## src/rtl/joy_dir_filter.sv

```systemverilog
// Joystick direction conditioner: per-player sync, optional debounce and 90-degree
// rotation, then 4-way last-pressed / 4-way first-held / 8-way cancel / raw restriction.
module joy_dir_filter #(
  parameter int PLAYERS   = 2,
  parameter int DB_CYCLES = 0
) (
  input  logic                   clk,
  input  logic                   reset,
  input  logic [1:0]             mode,
  input  logic                   rotate,
  input  logic [4*PLAYERS-1:0]   indir,
  output logic [4*PLAYERS-1:0]   outdir,
  output logic [PLAYERS-1:0]     dir_chg
);

  localparam int NB = 4 * PLAYERS;

  localparam logic [1:0] MODE_LAST  = 2'd0;
  localparam logic [1:0] MODE_FIRST = 2'd1;
  localparam logic [1:0] MODE_8WAY  = 2'd2;
  localparam logic [1:0] MODE_RAW   = 2'd3;

  // Bit order within a group is {up, down, left, right}; up has highest priority.
  function automatic logic [3:0] pick_dir(input logic [3:0] v);
    logic [3:0] r;
    r = 4'b0000;
    if (v[3])      r = 4'b1000;
    else if (v[2]) r = 4'b0100;
    else if (v[1]) r = 4'b0010;
    else if (v[0]) r = 4'b0001;
    return r;
  endfunction

  function automatic logic [3:0] rot_dir(input logic [3:0] v);
    return {v[1], v[0], v[2], v[3]};
  endfunction

  function automatic logic [3:0] cancel_dir(input logic [3:0] v);
    logic [3:0] r;
    r = v;
    if (v[3] && v[2]) r[3:2] = 2'b00;
    if (v[1] && v[0]) r[1:0] = 2'b00;
    return r;
  endfunction

  logic [NB-1:0]      sync1_q, sync2_q;
  logic [NB-1:0]      rot_s;
  logic [NB-1:0]      db;
  logic [NB-1:0]      db_prev_q;
  logic [NB-1:0]      mask_q, mask_d;
  logic [NB-1:0]      outdir_q, out_d;
  logic [PLAYERS-1:0] dir_chg_q, chg_d;
  logic [1:0]         mode_q;

  always_ff @(posedge clk) begin
    if (reset) begin
      sync1_q <= '0;
      sync2_q <= '0;
    end else begin
      sync1_q <= indir;
      sync2_q <= sync1_q;
    end
  end

  always_comb begin
    rot_s = sync2_q;
    if (rotate) begin
      for (int p = 0; p < PLAYERS; p++) begin
        rot_s[4*p +: 4] = rot_dir(sync2_q[4*p +: 4]);
      end
    end
  end

  // Debounce: a bit flips only after DB_CYCLES consecutive cycles of disagreement.
  if (DB_CYCLES > 0) begin : g_db
    localparam int CW = $clog2(DB_CYCLES + 1);
    localparam logic [CW-1:0] CNT_LAST = CW'(DB_CYCLES - 1);

    logic [CW-1:0] cnt_q [NB];
    logic [NB-1:0] db_q;

    always_ff @(posedge clk) begin
      if (reset) begin
        db_q <= '0;
        for (int b = 0; b < NB; b++) cnt_q[b] <= '0;
      end else begin
        for (int b = 0; b < NB; b++) begin
          if (rot_s[b] == db_q[b]) begin
            cnt_q[b] <= '0;
          end else if (cnt_q[b] == CNT_LAST) begin
            db_q[b]  <= ~db_q[b];
            cnt_q[b] <= '0;
          end else begin
            cnt_q[b] <= cnt_q[b] + CW'(1);
          end
        end
      end
    end

    assign db = db_q;
  end else begin : g_nodb
    assign db = rot_s;
  end

  // Masks and outputs are computed from the same-cycle next mask so arbitration adds no latency.
  always_comb begin
    logic [3:0] db_g, rise_g, mq_g, md_g;
    logic       mode_chg;
    mask_d   = '0;
    out_d    = '0;
    chg_d    = '0;
    db_g     = 4'b0000;
    rise_g   = 4'b0000;
    mq_g     = 4'b0000;
    md_g     = 4'b0000;
    mode_chg = (mode != mode_q);
    for (int p = 0; p < PLAYERS; p++) begin
      db_g   = db[4*p +: 4];
      rise_g = db_g & ~db_prev_q[4*p +: 4];
      mq_g   = mask_q[4*p +: 4];
      md_g   = 4'b0000;
      case (mode)
        MODE_LAST: begin
          if (mode_chg)               md_g = 4'b0000;
          else if (rise_g != 4'b0000) md_g = pick_dir(rise_g);
          else if ((db_g & mq_g) == 4'b0000) md_g = pick_dir(db_g);
          else                        md_g = mq_g;
          out_d[4*p +: 4] = db_g & md_g;
        end
        MODE_FIRST: begin
          if (mode_chg)               md_g = 4'b0000;
          else if ((db_g & mq_g) == 4'b0000)
            md_g = (rise_g != 4'b0000) ? pick_dir(rise_g) : pick_dir(db_g);
          else                        md_g = mq_g;
          out_d[4*p +: 4] = db_g & md_g;
        end
        MODE_8WAY: out_d[4*p +: 4] = cancel_dir(db_g);
        MODE_RAW:  out_d[4*p +: 4] = db_g;
        default:   out_d[4*p +: 4] = db_g;
      endcase
      mask_d[4*p +: 4] = md_g;
      chg_d[p]         = (out_d[4*p +: 4] != outdir_q[4*p +: 4]);
    end
  end

  always_ff @(posedge clk) begin
    if (reset) begin
      db_prev_q <= '0;
      mask_q    <= '0;
      outdir_q  <= '0;
      dir_chg_q <= '0;
      mode_q    <= MODE_LAST;
    end else begin
      db_prev_q <= db;
      mask_q    <= mask_d;
      outdir_q  <= out_d;
      dir_chg_q <= chg_d;
      mode_q    <= mode;
    end
  end

  assign outdir  = outdir_q;
  assign dir_chg = dir_chg_q;

endmodule

```

## config.mk

```make
export PLATFORM = sky130hd
export DESIGN_NAME = joy_dir_filter
export DESIGN_NICKNAME = d
export VERILOG_FILES = /design/src/rtl/joy_dir_filter.sv
export SDC_FILE = /design/constraint.sdc
export NUM_CORES = 1
export LEC_CHECK = 0
export ABC_AREA = 1
export CORE_MARGIN = 8
export CORE_UTILIZATION = 61
export DETAILED_ROUTE_END_ITERATION = 8
export HOLD_SLACK_MARGIN = 0.02
export PLACE_DENSITY = 0.84
export SYNTH_ARGS = -nofsm -noshare
export SYNTH_HDL_FRONTEND = slang
export SYNTH_SLANG_ARGS = --single-unit
```

## constraint.sdc

```tcl
create_clock -name clk -period 3.8 [get_ports clk]
set_input_delay 0.57 -clock clk [delete_from_list [all_inputs] [get_ports clk]]
set_output_delay 0.57 -clock clk [all_outputs]
set_load 0.02 [all_outputs]
```

==> metrics.cfg <==
[status]
outcome = finished clean

[clock_network]
clk_latency_ns = 0.29
ctsHoldBuffers = 0
cts_setup_buffers = 0
cts.root.buffer_cell = clkbuf_8
cts.sinks = 44
post_cts_resize_count = 0
cts_tree = done
htree_num_levels = 2
cts_buffers = 5
clockBufferDepth = 2
clk_pin_slew_ns = 0.08

[place]
place_ws_ns = 0.838
gp_congestion = 0.949
post-dp-hpwl_mm = 4.08
placed_area_sq_mm = 0.00273
dp.cells = 451
port_buffers = 22

[sta]
finalSetupTns_ns = 0
final_max_slew_viol_count = 0
hold_viol_final = 0
finalHoldWorstSlack_ns = 0.404
fin_skew_ns = 0.00658
fin_crit_ns = 2.67
relSlewSlack_pct = 56.5
setup_viol = 0
fmax_ghz = 0.374
rsz0062_at_grt = no
setup_slack_ns = 1.13
worstMarginPinSlew_ns = 0.651
post-route-period-util_pct = 70.4

[final_layout]
fin_cells = 458
postLayoutCoreUtil_pct = 72.5
synthToLayoutAreaGrowth_pct = 15.8
nets = 421
antenna_cells = 0
drive_gt1_share_pct = 12.5
fin_area_sq_mm = 0.00286

[logic_synthesis]
synth_area_leaders = dfxtp_1 36%, nand2_1 15%, inv_1 8.7%
syn-num-nets = 397
async_flop_share_pct = 0
synth_ff_type = dfxtp_1
synth_top_area_cell = dfxtp_1
synth.top_cells.by_count = 100 x nand2_1, 57 x inv_1, 56 x nor2_1
synth.avg_cell_area_sq_um = 6.43
syn_area_sq_mm = 0.00247
synth-seq-cells = 44
synth_top_area_share_pct = 35.7
post_synth_num_cell_types = 24
ys_seq_area_share_pct = 35.7
synth_most_common_cell = nand2_1
netlist_instances = 384
synth-edff-count = 0
yosys_warnings = 0

[floorplan]
dieArea_sq_mm = 0.00634
die_x_um = 79.6
start_util_pct = 62.6
fp-row-count = 23
pin_count = 23
die_y_um = 79.6
core-area_sq_mm = 0.00394

[critical_path]
cp-start-kind = input pin
timing.rr.end = dir_chg[0]$_SDFF_PP0_
worstPathRequired_ns = 3.97
crit_family = simple AND/OR/NAND/NOR gates
crit_path_end_kind = register
slowest_delay_ns = 0.76
worst-path-buf-inv = 2
cp_max_fo = 13
arrival_ns = 2.84
critPathSlowestCell = clkdlybuf4s50_1
cpMostUsedCell = nand2_1
r2r_slack_ns = 1.96
crit_cells = 16
r2r_start = mode_q[1]$_SDFF_PP0_
cp_cell_sequence = clkdlybuf4s50_1, inv_2, nand2_2, nand2_4, nand2_2, nand2_2, nor2_8, nand2_1, a21oi_1, nand2_1, nand2_1, nand2_1, nand2_1, nand3_1, nor2_1, nor2_1
critPathKind = in -> reg
crit_end = dir_chg[1]$_SDFF_PP0_
rr_worst_depth = 11
crit_start = rotate

[detailed_routing]
vias = 2361
wl_mm = 5.35
via_per_inst = 5.16
drc_errors = 0
drtIter0Drc = 169
drt_first_pass_iters = 4
postRouteAntennaNets = 0
wl_per_cell_um = 11.7

[run]
maxCapViolCount = 0

[pwr]
power_density_mw_per_mm2 = 383
power.total_mw = 1.10
leakage_nw = 1.39
ir_drop_uv = 231

[worst_hold_path]
hp-class = reg -> reg

[grt]
grt_max_degree = 45
overflow = 0
grt_pass1_wl_mm = 9.30
grt_pass1_vias = 2231
grt.total_usage_pct = 18.1
antenna_found_initial = 0

==> flip-flops by register name, summed over array words and instances (netlist names) <==
signal,count
db_prev_q,8
dir_chg,2
mask_q,8
mode_q,2
outdir,8
sync1_q,8
sync2_q,8
==> layout make-up <==
type / count / area, sq um
multi-input cells: 272 / 1330
repair buffers: 23 / 228
flip-flops and latches: 44 / 881
clock buffers: 5 / 68.8
fillers: 344 / 1080
well taps: 50 / 62.6
inverters: 62 / 233
clock inverters: 2 / 60.1
==> tightest hold or removal path, stage by stage (launching register included) <==
cell     delay (ns)
dfxtp_1        0.30
inv_1          0.04
nor2_1         0.03
==> cell usage in the layout, fill, tap and decap left out, types with 3 or more instances in the layout <==
cell / instances
a21oi_1: 21
nor2_1: 56
nand4_1: 6
nand2_4: 4
clkbuf_8: 5
clkdlybuf4s50_1: 22
inv_1: 57
nand3_2: 6
nand3_1: 34
nor3_1: 3
nand2_2: 24
nand3b_1: 5
inv_2: 4
o21ai_0: 3
nand2_1: 100
dfxtp_1: 44
==> layer usage <==
layer	wire, um	global-route usage (%)
met1	2270	19.7
met5	0	0
met3	249	4.17
met4	258	11.7
met2	2580	30.9
==> how the worst min path moves through the flow <==
stage	end	from	slack (ns)	depth (start not counted)
5_1_grt	sync2_q[7]$_SDFF_PP0_	sync1_q[7]$_SDFF_PP0_	0.42	2
6_report	sync2_q[1]$_SDFF_PP0_	sync1_q[1]$_SDFF_PP0_	0.40	2
3_5_place_dp	sync2_q[1]$_SDFF_PP0_	sync1_q[1]$_SDFF_PP0_	0.40	2
2_1_floorplan	sync2_q[0]$_SDFF_PP0_	sync1_q[0]$_SDFF_PP0_	0.39	2
4_1_cts	sync2_q[1]$_SDFF_PP0_	sync1_q[1]$_SDFF_PP0_	0.41	2
3_3_place_gp	sync2_q[3]$_SDFF_PP0_	sync1_q[3]$_SDFF_PP0_	0.39	2
==> kinds of logic (layout without fill, tap and decap cells) <==
logic type             count (synthesis)  count (layout)  synth area share [%]
AND/OR/NAND/NOR                      244             244                  47.6
XOR/XNOR                               1               1                 0.355
buffers and inverters                 68              92                  10.6
flip-flops                            44              44                  35.7
AO/OA/AOI/OAI                         27              27                  5.72
==> report_power, final <==
| part | total, mW | switching (mW) | internal, mW |
|---|---|---|---|
| sequential | 0.489 | 0.00862 | 0.480 |
| combinational | 0.196 | 0.126 | 0.0703 |
| clock | 0.410 | 0.152 | 0.259 |
(Power assumes the default switching activity.)
